<file path="config.mk">
export PLATFORM = sky130hd
export DESIGN_NAME = page_table_walker
export DESIGN_NICKNAME = d
export VERILOG_FILES = /design/src/rtl/mmu.sv /design/src/rtl/page_table_walker.sv
export SDC_FILE = /design/constraint.sdc
export NUM_CORES = 1
export LEC_CHECK = 0
export ABC_AREA = 1
export CAP_MARGIN = 5
export CORE_ASPECT_RATIO = 1.2
export CORE_MARGIN = 1.5
export CORE_UTILIZATION = 42
export CTS_BUF_LIST = sky130_fd_sc_hd__clkbuf_16
export CTS_CLUSTER_DIAMETER = 30
export CTS_CLUSTER_SIZE = 25
export DETAILED_ROUTE_END_ITERATION = 8
export PLACE_DENSITY = 0.88
export SLEW_MARGIN = 20
export SYNTH_ARGS = -nofsm -noshare
export SYNTH_HDL_FRONTEND = slang
export SYNTH_SLANG_ARGS = --single-unit
</file>
<file path="constraint.sdc">
create_clock -name clock -period 1.7 [get_ports clock]
set_input_delay 0.17 -clock clock [delete_from_list [all_inputs] [get_ports clock]]
set_output_delay 0.17 -clock clock [all_outputs]
set_load 0.05 [all_outputs]
</file>
<file path="src/rtl/mmu.sv">
// mmu: shared types for the TLB refill path.
//   psize_t  - page size tag written into the TLB alongside each entry.
//   lvl_t    - page-table walk level (2 = 1GB table, 0 = 4KB table).
//   pte_t    - 32-bit PTE layout: [31:10] PPN, [9:8] RSW, [7:0] D A G U X W R V.
//   helpers  - PTE classification, misalignment test, PTE address formation.
`ifndef VLEN
`define VLEN 39
`endif
`ifndef PLEN
`define PLEN 34
`endif

package mmu;
  localparam int VLEN = `VLEN;
  localparam int PLEN = `PLEN;
  localparam int PPNW = PLEN - 12;

  localparam int PTE_V = 0;
  localparam int PTE_R = 1;
  localparam int PTE_W = 2;
  localparam int PTE_X = 3;
  localparam int PTE_U = 4;
  localparam int PTE_G = 5;
  localparam int PTE_A = 6;
  localparam int PTE_D = 7;

  typedef enum logic [1:0] {
    PSIZE_4KB = 2'd0,
    PSIZE_2MB = 2'd1,
    PSIZE_1GB = 2'd2
  } psize_t;

  typedef enum logic [1:0] {
    LVL0 = 2'd0,
    LVL1 = 2'd1,
    LVL2 = 2'd2
  } lvl_t;

  typedef struct packed {
    logic [PPNW-1:0] ppn;
    logic [1:0]      rsw;
    logic            d, a, g, u, x, w, r, v;
  } pte_t;

  function automatic logic pte_invalid(input logic [31:0] p);
    return !p[PTE_V] || (p[PTE_W] && !p[PTE_R]);
  endfunction

  function automatic logic pte_pointer(input logic [31:0] p);
    return p[PTE_V] && !p[PTE_R] && !p[PTE_W] && !p[PTE_X];
  endfunction

  // Superpage leaves must have the PPN bits they do not translate cleared.
  function automatic logic pte_misaligned(input logic [PPNW-1:0] ppn, input lvl_t l);
    return (l == LVL2 && ppn[17:0] != '0) || (l == LVL1 && ppn[8:0] != '0);
  endfunction

  function automatic psize_t lvl_psize(input lvl_t l);
    case (l)
      LVL2:    return PSIZE_1GB;
      LVL1:    return PSIZE_2MB;
      default: return PSIZE_4KB;
    endcase
  endfunction

  // Table base is page aligned, so base + idx*4 is a plain concatenation.
  function automatic logic [PLEN-1:0] pte_addr(input logic [PPNW-1:0] ppn,
                                               input logic [VLEN-13:0] vpn,
                                               input lvl_t l);
    logic [8:0] idx;
    case (l)
      LVL2:    idx = vpn[26:18];
      LVL1:    idx = vpn[17:9];
      default: idx = vpn[8:0];
    endcase
    return {ppn, 1'b0, idx, 2'b00};
  endfunction
endpackage

</file>
<file path="src/rtl/page_table_walker.sv">
// page_table_walker: TLB refill engine. On a miss it walks a 3-level table of
// 32-bit PTEs (1GB / 2MB / 4KB) over a single-outstanding read port, writes
// the leaf into the MMU TLB, and reports done/fault/abort to the requester.
// Ports:
//   clock, reset            - clock, synchronous active-high reset
//   walk_req/vaddr/root_ppn - walk start (sampled in IDLE)
//   walk_done/fault/abort   - one-cycle completion pulse with status
//   invalidate              - MMU invalidate; aborts any walk in flight
//   mem_req/addr/ack/rdata/err - PTE read port, request held until ack
//   entry/vpn_out/psize_out/pte_out/pte_write - TLB write port
// lp_tlb_log2count / np_tlb_log2ways size the victim counters (1..5 bits).
module page_table_walker
  import mmu::*;
#(
  parameter int lp_tlb_log2count = 3,
  parameter int np_tlb_log2ways  = 1
) (
  input  logic              clock,
  input  logic              reset,
  input  logic              walk_req,
  input  logic [`VLEN-1:0]  walk_vaddr,
  input  logic [`PLEN-13:0] root_ppn,
  output logic              walk_done,
  output logic              walk_fault,
  output logic              walk_abort,
  input  logic              invalidate,
  output logic              mem_req,
  output logic [`PLEN-1:0]  mem_addr,
  input  logic              mem_ack,
  input  logic [31:0]       mem_rdata,
  input  logic              mem_err,
  output logic [4:0]        entry,
  output logic [`VLEN-13:0] vpn_out,
  output psize_t            psize_out,
  output logic [31:0]       pte_out,
  output logic              pte_write
);
  localparam int LPW = lp_tlb_log2count;
  localparam int NPW = np_tlb_log2ways;

  typedef enum logic [2:0] {S_IDLE, S_READ, S_CHECK, S_WRITE, S_DONE} state_t;

  state_t            r_state;
  lvl_t              r_lvl;
  logic [VLEN-13:0]  r_vpn;
  pte_t              r_pte;
  logic              r_err;
  logic              r_abort;
  logic [LPW-1:0]    r_lp_ctr;
  logic [NPW-1:0]    r_np_ctr;
  logic              r_walk_done, r_walk_fault, r_walk_abort;
  logic              r_mem_req;
  logic [PLEN-1:0]   r_mem_addr;
  logic [4:0]        r_entry;
  logic [VLEN-13:0]  r_vpn_out;
  psize_t            r_psize;
  logic [31:0]       r_pte_out;
  logic              r_pte_write;

  logic w_abort;
  lvl_t w_next_lvl;
  logic w_unused_vaddr;

  // An invalidate in this very cycle counts as well as one seen earlier.
  assign w_abort        = r_abort | invalidate;
  assign w_next_lvl     = lvl_t'(r_lvl - 2'd1);
  assign w_unused_vaddr = ^walk_vaddr[11:0];

  assign walk_done  = r_walk_done;
  assign walk_fault = r_walk_fault;
  assign walk_abort = r_walk_abort;
  assign mem_req    = r_mem_req;
  assign mem_addr   = r_mem_addr;
  assign entry      = r_entry;
  assign vpn_out    = r_vpn_out;
  assign psize_out  = r_psize;
  assign pte_out    = r_pte_out;
  // The MMU gives invalidate priority over a write in the same cycle, and a
  // reset landing on the write cycle must not leave a stale entry behind.
  assign pte_write  = r_pte_write & ~invalidate & ~reset;

  always_ff @(posedge clock) begin
    if (reset) begin
      r_state      <= S_IDLE;
      r_lvl        <= LVL2;
      r_vpn        <= '0;
      r_pte        <= '0;
      r_err        <= 1'b0;
      r_abort      <= 1'b0;
      r_lp_ctr     <= '0;
      r_np_ctr     <= '0;
      r_walk_done  <= 1'b0;
      r_walk_fault <= 1'b0;
      r_walk_abort <= 1'b0;
      r_mem_req    <= 1'b0;
      r_mem_addr   <= '0;
      r_entry      <= '0;
      r_vpn_out    <= '0;
      r_psize      <= PSIZE_4KB;
      r_pte_out    <= '0;
      r_pte_write  <= 1'b0;
    end else begin
      r_walk_done <= 1'b0;
      r_pte_write <= 1'b0;
      if (invalidate && r_state != S_IDLE && r_state != S_DONE) r_abort <= 1'b1;

      case (r_state)
        S_IDLE: begin
          r_walk_fault <= 1'b0;
          r_walk_abort <= 1'b0;
          if (walk_req) begin
            r_vpn      <= walk_vaddr[VLEN-1:12];
            r_lvl      <= LVL2;
            r_abort    <= 1'b0;
            r_mem_addr <= pte_addr(root_ppn, walk_vaddr[VLEN-1:12], LVL2);
            r_mem_req  <= 1'b1;
            r_state    <= S_READ;
          end
        end
        // Request stays up until ack even when aborted; the data is dropped in CHECK.
        S_READ: begin
          if (mem_ack) begin
            r_mem_req <= 1'b0;
            r_pte     <= pte_t'(mem_rdata);
            r_err     <= mem_err;
            r_state   <= S_CHECK;
          end
        end
        S_CHECK: begin
          if (w_abort) begin
            r_walk_done  <= 1'b1;
            r_walk_abort <= 1'b1;
            r_state      <= S_DONE;
          end else if (r_err || pte_invalid(r_pte)) begin
            r_walk_done  <= 1'b1;
            r_walk_fault <= 1'b1;
            r_state      <= S_DONE;
          end else if (pte_pointer(r_pte)) begin
            if (r_lvl != LVL0) begin
              r_lvl      <= w_next_lvl;
              r_mem_addr <= pte_addr(r_pte.ppn, r_vpn, w_next_lvl);
              r_mem_req  <= 1'b1;
              r_state    <= S_READ;
            end else begin
              r_walk_done  <= 1'b1;
              r_walk_fault <= 1'b1;
              r_state      <= S_DONE;
            end
          end else if (pte_misaligned(r_pte.ppn, r_lvl)) begin
            r_walk_done  <= 1'b1;
            r_walk_fault <= 1'b1;
            r_state      <= S_DONE;
          end else begin
            r_pte_write <= 1'b1;
            r_pte_out   <= r_pte;
            r_vpn_out   <= r_vpn;
            r_psize     <= lvl_psize(r_lvl);
            r_entry     <= (r_lvl != LVL0) ? 5'(r_lp_ctr) : 5'(r_np_ctr);
            r_state     <= S_WRITE;
          end
        end
        S_WRITE: begin
          r_walk_done <= 1'b1;
          r_state     <= S_DONE;
          if (w_abort) begin
            r_walk_abort <= 1'b1;
          end else if (r_lvl != LVL0) begin
            r_lp_ctr <= r_lp_ctr + LPW'(1);
          end else begin
            r_np_ctr <= r_np_ctr + NPW'(1);
          end
        end
        S_DONE: begin
          r_walk_fault <= 1'b0;
          r_walk_abort <= 1'b0;
          r_state      <= S_IDLE;
        end
        default: r_state <= S_IDLE;
      endcase
    end
  end
endmodule

</file>
# --- Yosys cells after proc, flatten, opt, wreduce, memory -nomap -nowiden ---
# Cells that the tools add are included.
# Widths: inputs -> output; s select.
totals:
  register_bits: 175
  word_cells: 144
classes:
  reduce_logical: 37
  n_eq_ne: 18
  addsub: 3
  bitwise_logic: 11
  muxes: 48
ops:
  columns: ["operator", "count"]
  rows:
  - ["$mux 34", 5]
  - ["$pmux 34 s2", 1]
  - ["$mux 3", 8]
  - ["$mux 1", 21]
  - ["$pmux 9 s2", 1]
  - ["$reduce_bool 18->1", 1]
  - ["$ne 2x2->1 const B", 6]
  - ["$pmux 3 s4", 1]
  - ["$mux 2", 5]
  - ["$reduce_bool 9->1", 1]
  - ["$logic_and 1x1->1", 8]
  - ["$ne 4x4->1 const B", 2]
  - ["$not 1->1", 8]
  - ["$pmux 2 s2", 2]
  - ["$reduce_and 2->1", 4]
  - ["$reduce_bool 2->1", 4]
  - ["$reduce_and 7->1", 1]
  - ["$eq 3x2->1 const B", 2]
  - ["$pmux 1 s2", 3]
  - ["$reduce_and 3->1", 2]
  - ["$reduce_and 6->1", 1]
  - ["$reduce_bool 3->1", 2]
  - ["$reduce_and 5->1", 1]
  - ["$reduce_or 5->1", 1]
  - ["other kinds (17)", 26]

# --- Depth between registers and ports, before layout ---
# Gate-level depths: netlist (run 1).
depth:
  depth_word: 8
  depth_mapped: 12
  depth_no_buf: 11

# --- Least setup slack after synthesis (run 1) ---
# Ideal clock, no wire load.
synth_path:
  kind: "reg2reg"
  from: "register r_lvl[0]"
  to: "register r_pte_out[10] (netlist: pte_out[10])"
  path_stages_with_launch: 10
  required_ps: 1580
  path_buffers: 2
  setup_time_ps: 120
  setup_slack_ps: -5
  t_arrival_ps: 1585
  synth_period_minus_slack_ps: 1705
  path_cell_list: "dfxtp_1 inv_1 ha_1 or2_2 nand2_1 nand4_4 inv_2 buf_6 buf_2 a21oi_1"
synth_via:
  elab_chain_len: 5
synth_lines:
  columns: ["element", "line", "text"]
  rows:
  - ["from (decl)", "page_table_walker.sv:44", "lvl_t r_lvl;"]
  - ["from (signal assigned)", "page_table_walker.sv:140", "r_lvl <= w_next_lvl;"]
  - ["$eq 2x2->1 or $eq 2x1->1 (tied branches)", "mmu.sv:55", "return (l == LVL2 && ppn[17:0] != '0) || (l == LVL1 && ppn[8:0] != '0);"]
  - ["$logic_and 1x1->1", "mmu.sv:55", null]
  - ["$logic_or 1x1->1 (*)", "mmu.sv:55", null]
  - ["$not 1->1 (no source line) (*)", null, null]
  - ["$reduce_and 5->1 (no source line) (*)", null, null]
  - ["to (signal assigned)", "page_table_walker.sv:155", "r_pte_out <= r_pte;"]
  - ["to (decl)", "page_table_walker.sv:57", "logic [31:0] r_pte_out;"]
# Mark *: on every way between the ends. The rest lies on a longest branch, timed or not.
# A chain may end at the register's enable or synchronous reset.

# --- Worst setup path after layout (run 1) ---
layout_path:
  from: "register r_lvl[1]"
  to: "register r_pte_out[16] (netlist: pte_out[16])"
# The elaborated chain is that of the path after synthesis.

==> results.yml, run 1 <==
status:
  outcome: "complete, but fails checks"
  violations: "negative setup slack"
synth:
  synthFlopType: "dfxtp_1"
  async_reset_ff_share_pct: 0
  netlist_instances: 828
  synth_cell_types: 31
  avgSynthCellArea_sq_um: 7.88
  synth.yosys.seq_area_share_pct: 52.2
  synth_common_cells: "dfxtp_1, o21ai_0, nor2_1, nand2_1, a21oi_1"
  yosysTopAreaCellShare_pct: 52.2
  synth-seq-cells: 170
  synth.largest_area_cell: "dfxtp_1"
  ys_top_cells_by_area: "dfxtp_1, o21ai_0, nor2_1"
  synth-edff-count: 0
  yosysWarnings: 0
  synth_most_common_cell: "dfxtp_1"
  syn_area_sq_um: 6520
finish:
  diodes: 0
  final_util_pct: 66.3
  drive_above_1_share_pct: 18.7
  regArea_sq_um: 3410
  area_delta_synth_final_pct: 53.2
  multi_input_area_sq_um: 2880
  filler_cell_count: 1214
  nNetsFinal: 1142
die:
  die_area_sq_um: 16300
  fp.dieH_um: 140
  rows: 49
  start_util_pct: 43.3
  coreArea_sq_um: 15100
  io_pins: 204
  dieWidth_um: 117
sta:
  final-setup-viol-count: 57
  min_period_ns: 1.80
  maxSlewViolCount: 0
  setup_ws_ns: -0.0979
  rsz0062_at_grt: "yes"
  hold_viol: 0
  finalClockSkew_ns: 0.0103
  tightest_slew_ns: 0.538
  relSlewSlack_pct: 64.3
  fin_crit_sh_pct: 106
  clock.fmax_ghz: 0.556
clocking:
  numCtsBuffers: 17
  hold_buffers: 0
  clkSinkCount: 170
  cts_root_buf: "clkbuf_16"
  clkTransAtPathRegs_ns: 0.06
  clockBufferDepth: 2
  clock_latency_ns: 0.43
  cts_tree: "yes"
  cts-htree-levels: 4
hold_path:
  hold_path.startpoint: "root_ppn[12]"
  hold_end: "mem_addr[24]"
  min_path_type: "input port to flop"
  hold_depth: 3
global_route:
  met3_usage_pct: 7.32
  grtUsageTotal_pct: 25.6
  use_met1_pct: 30.0
  busiest_layer: "met2"
  grt_util_met2_pct: 42.7
  grt_first_pass_wirelength_um: 32200
  grt_overflow: 0
  grt_start_max_net_pins: 64
  grt_antenna_before_repair: 0
  grt_pass1_vias: 6357
pwr:
  power_w: 0.0150
  power.density_nw_per_um2: 1500
  ir_drop_mv: 0.804
  power_leakage_nw: 4.42
worst_setup_path:
  rrSetupSlack_ns: -0.1
  arrival_ns: 2.16
  reg2reg_from: "r_lvl[1]"
  cp_max_fo: 7
  reg2reg_to: "pte_out[16]"
  cp_data_required_time_ns: 2.07
  path_class: "flop to flop"
  critPathLaunchType: "flop"
  endpoint_kind: "flop"
  rr_worst_depth: 11
drt:
  vias_per_cell: 5.42
  via_count: 6798
  wire_per_inst_um: 17.8
  drtPass1Iterations: 5
  drtIter0Drc: 659
  ant_nets: 0
  route.detailed.drc: 0
  wirelength_um: 22300
placement:
  gp_congestion: 0.890
  dp_slack_ns: -0.249
  io_buffer_count: 186
  dp_hpwl_um: 13100
flow_run:
  maxCapViolCount: 0
-- where the power goes --
| group | leakage (nW) | switching [W] | internal, W |
|---|---|---|---|
| logic | 2.77 | 0.00381 | 0.00229 |
| clock network | 0.264 | 0.00158 | 0.00213 |
| registers | 1.39 | 0.000429 | 0.00472 |
-- worst max path at each step --
stage                from           to  slack, ns  cells past startpoint
2_1_floorplan    r_lvl[0]  pte_out[10]     -0.005                      9
5_1_grt         r_pte[18]  pte_out[16]      -0.17                     12
3_5_place_dp   invalidate  vpn_out[14]      -0.25                      8
4_1_cts          r_lvl[0]  vpn_out[16]      -0.01                     11
3_3_place_gp   invalidate   vpn_out[9]      -0.17                      8
6_report         r_lvl[1]  pte_out[16]       -0.1                     11
-- critical path: stages, from the launching register on --
cell	delay, ns
dfxtp_4	0.37
inv_2	0.04
ha_2	0.18
or2_4	0.24
nand2_4	0.08
nand4_4	0.14
inv_8	0.10
buf_6	0.11
buf_12	0.11
buf_16	0.13
o21ai_1	0.08
a21oi_1	0.14
-- state kept, by name, summed over array words and instances (netlist names), 2 cells and up --
name and cells:
entry 3, mem_addr 31, psize_out 2, pte_out 32, r_lp_ctr 3, r_lvl 2
r_pte 32, r_state 3, r_vpn 27, vpn_out 27
-- layer usage --
metal / vias up / wire (um)
met4: 0 / 1010
li1: 3189 / -
met2: 325 / 11100
met5: - / 0
met1: 3206 / 8670
met3: 78 / 1570
-- what timing repair did --
action / 4_1_cts / 5_1_grt
endpoints found under the hold margin: 0 / 0
setup buffers: 9 / 5
cloned: 9 / 9
resized for setup: 94 / 101
endpoints found under the setup margin: 151 / 116
pin swaps: 5 / 23
-- layout by cell type, fill, tap and decap left out, types with 3 or more instances in the layout --
| cell | count |
|---|---|
| a211oi_1 | 3 |
| nand3_1 | 9 |
| buf_16 | 8 |
| nor2_4 | 4 |
| o21ai_2 | 19 |
| clkinv_1 | 5 |
| a31oi_2 | 7 |
| nand2_4 | 3 |
| buf_12 | 15 |
| inv_2 | 6 |
| buf_4 | 53 |
| clkinvlp_4 | 4 |
| a21oi_1 | 63 |
| o21ai_1 | 38 |
| o21ai_0 | 112 |
| clkbuf_16 | 25 |
| nor2_1 | 124 |
| inv_1 | 48 |
| nand2_1 | 87 |
| o221ai_1 | 5 |
| dfxtp_2 | 3 |
| dfxtp_1 | 166 |
| a221oi_1 | 4 |
| clkdlybuf4s50_1 | 86 |
| a21oi_2 | 11 |
| a31oi_1 | 20 |
| buf_6 | 4 |
| nand2_2 | 5 |
| dlygate4sd2_1 | 71 |
| nor2_2 | 10 |
| conb_1 | 5 |
-- logic make-up (layout without fill, tap and decap cells) --
group	after synthesis	count (layout)	synth area share [%]
AOI/OAI and AO/OA	284	284	23.0
xor gates and xnor gates	1	1	0.134
adders and majority gates	6	6	1.15
buffers and inverters	116	334	8.00
DFF	170	170	52.2
other	1	5	0.0575
and+or+nand+nor	250	250	15.5
-- final cells by class --
class	count	area share, %
clock buffers	17	4.26
clock inverters	15	1.35
inverters	57	2.39
multi-input cells	546	28.9
flip-flops and latches	170	34.1
well taps	204	2.55
repair buffers	245	26.5
-- per-stage QoR --
| stage | hold slack, ns | cells | setup TNS (ns) | instance area, sq um |
|---|---|---|---|---|
| after global routing | 0.315 | 1254 | -7.53 | 10000 |
| after global placement | 0.450 | 1193 | -12.56 | 8620 |
| after floorplan | 0.248 | 832 | -0.140 | 6540 |
| final | 0.317 | 1254 | -1.51 | 10000 |
| after detailed placement | 0.465 | 1193 | -16.81 | 8620 |
| after CTS | 0.305 | 1242 | -0.0466 | 9500 |
(Power assumes the default switching activity.)
==> inputs of run 2 (changes only) <==
--- a/config.mk
+++ b/config.mk
@@ -15,7 +15,9 @@
 export CTS_CLUSTER_SIZE = 25
 export DETAILED_ROUTE_END_ITERATION = 8
 export PLACE_DENSITY = 0.88
+export SKIP_LAST_GASP = 1
 export SLEW_MARGIN = 20
 export SYNTH_ARGS = -nofsm -noshare
 export SYNTH_HDL_FRONTEND = slang
 export SYNTH_SLANG_ARGS = --single-unit
+export TNS_END_PERCENT = 5
==> run 2 against run 1 <==
- the flow still finishes with violations (negative setup slack)
- core utilization is 2.3 points lower
- critical path type is now flop to primary output
- final cell count is 0.96% lower
- clock skew hardly changed
- largest cell class unchanged
- global-route usage is 1.8 points lower
- cell area is 3.5% lower
==> results.yml, run 2 (same netlist as run 1, synthesis figures left out) <==
status:
  outcome: "complete, but fails checks"
  violations: "negative setup slack"
worst_setup_path:
  cp_num_buf_inv: 1
  max_stage_delay_ns: 0.83
  arrival_ns: 1.63
  crit_path_end: "vpn_out[14]"
  reg2reg_to: "pte_out[27]"
  path_class: "flop to primary output"
  cp_max_fo: 2
  cp_data_required_time_ns: 1.53
  worstSetupPathDepth: 1
  slowest_stage: "clkdlybuf4s50_1"
  critPathLaunchType: "flop"
  reg2reg_from: "r_pte[0]"
  rr_worst_depth: 9
  endpoint_kind: "primary output"
  cp_cell_sequence: "clkdlybuf4s50_1"
  crit_start: "vpn_out[14]"
  cpLargestDelayFamily: "buffers and inverters"
  rrSetupSlack_ns: -0.01
pwr:
  power.density_nw_per_um2: 1510
  ir_drop_mv: 0.800
  power_w: 0.0146
  power_leakage_nw: 4.03
hold_path:
  min_path_type: "input port to flop"
  hold_path.startpoint: "root_ppn[18]"
global_route:
  grt_first_pass_wirelength_um: 30100
  grt_antenna_before_repair: 0
  grtUsageTotal_pct: 23.8
  grt_start_max_net_pins: 64
  grt_pass1_vias: 6156
  grt_overflow: 0
drt:
  drtPass1Iterations: 5
  wire_per_inst_um: 16.9
  via_count: 6566
  wirelength_um: 21000
  route.detailed.drc: 0
  ant_nets: 0
  vias_per_cell: 5.29
  drtIter0Drc: 630
sta:
  rsz0062_at_grt: "yes"
  final-setup-viol-count: 70
  maxSlewViolCount: 0
  setup_ws_ns: -0.105
  relSlewSlack_pct: 63.8
  finalClockSkew_ns: 0.0104
  clock.fmax_ghz: 0.554
  min_period_ns: 1.80
  hold_viol: 0
  fin_crit_sh_pct: 106
  tightest_slew_ns: 0.542
finish:
  filler_cell_count: 1263
  area_delta_synth_final_pct: 47.8
  final_cell_mix: "dfxtp_1, clkdlybuf4s50_1, o21ai_0, nor2_1, nand2_1"
  drive_above_1_share_pct: 13.8
  nNetsFinal: 1130
  final_util_pct: 63.9
  final_common_cell: "dfxtp_1"
  diodes: 0
die:
  dieWidth_um: 117
  start_util_pct: 43.3
  fp.dieH_um: 140
  io_pins: 204
  coreArea_sq_um: 15100
  die_area_sq_um: 16300
  rows: 49
clocking:
  clkTransAtPathRegs_ns: 0.06
  clock_latency_ns: 0.43
  cts_root_buf: "clkbuf_16"
  clockBufferDepth: 2
  cts_tree: "yes"
  clkSinkCount: 170
  numCtsBuffers: 17
  hold_buffers: 0
  cts-htree-levels: 4
placement:
  dp_hpwl_um: 13100
  gp_congestion: 0.890
  dp_slack_ns: -0.249
  io_buffer_count: 186
flow_run:
  maxCapViolCount: 0
run 2: cell types whose count changed in the layout (fill, tap and decap cells not counted), moves of 6 or more:
cell             previous run  this run
dlygate4sd2_1              71         1
clkdlybuf4s50_1            86       155
o21ai_0                   112       135
o21ai_2                    19         2
a21oi_1                    63        75
a21oi_2                    11         0
buf_16                      8         1
nor2_1                    124       130
o21ai_1                    38        32
run 2: timing repair:
action | in CTS | in global routing
setup endpoints to repair | 151 | 183
pin swaps | 0 | 5
resized for setup | 5 | 47
endpoints found under the hold margin | 0 | 0
setup buffers | 1 | 3
gates cloned | 2 | 12
run 2: layout make-up:
type,count,area (sq um),share of cell area [%]
Sequential cell,170,3410,35.3
Multi-Input combinational cell,546,2700,27.9
Clock inverter,15,135,1.40
Tap cell,204,255,2.65
Timing Repair inverter,1,8.76,0.0908
Timing Repair Buffer,232,2480,25.7
Clock buffer,17,425,4.41
Inverter,57,236,2.45
run 2: layer usage:
| metal | up-vias | track usage [%] | wire length, um |
|---|---|---|---|
| li1 | 3154 | - | - |
| met5 | - | 0 | 0 |
| met2 | 301 | 39.1 | 10300 |
| met1 | 3051 | 28.4 | 8310 |
| met4 | 0 | 11.2 | 784 |
| met3 | 60 | 6.93 | 1520 |
run 2: worst min-delay path by stage:
stage	to	slack, ns	cells past startpoint
after floorplan	r_state[1]	0.25	1
after global placement	walk_fault	0.45	2
after detailed placement	pte_out[8]	0.46	2
after CTS	mem_addr[23]	0.31	3
after global routing	mem_addr[23]	0.31	3
final	mem_addr[30]	0.32	3
run 2: where the power goes:
group	switching (W)	leakage [nW]	internal (W)
combinational	0.00356	2.38	0.00220
clock	0.00156	0.264	0.00213
sequential	0.000411	1.39	0.00471
run 2: per-stage QoR:
stage,area [sq um],instances,setup TNS (ns),hold WS [ns]
3_3_place_gp,8620,1193,-12.56,0.450
6_report,9640,1242,-3.16,0.318
5_1_grt,9640,1242,-12.05,0.314
2_1_floorplan,6540,832,-0.140,0.248
3_5_place_dp,8620,1193,-16.81,0.465
4_1_cts,9270,1228,-6.61,0.305
==> inputs of run 3 (changes only) <==
--- a/config.mk
+++ b/config.mk
@@ -11,7 +11,6 @@
 export CORE_MARGIN = 1.5
 export CORE_UTILIZATION = 42
 export CTS_BUF_LIST = sky130_fd_sc_hd__clkbuf_16
-export CTS_CLUSTER_DIAMETER = 30
 export CTS_CLUSTER_SIZE = 25
 export DETAILED_ROUTE_END_ITERATION = 8
 export PLACE_DENSITY = 0.88
==> results of run 3 <==
Final layout, timing and power as in run 2 (identical DEF).
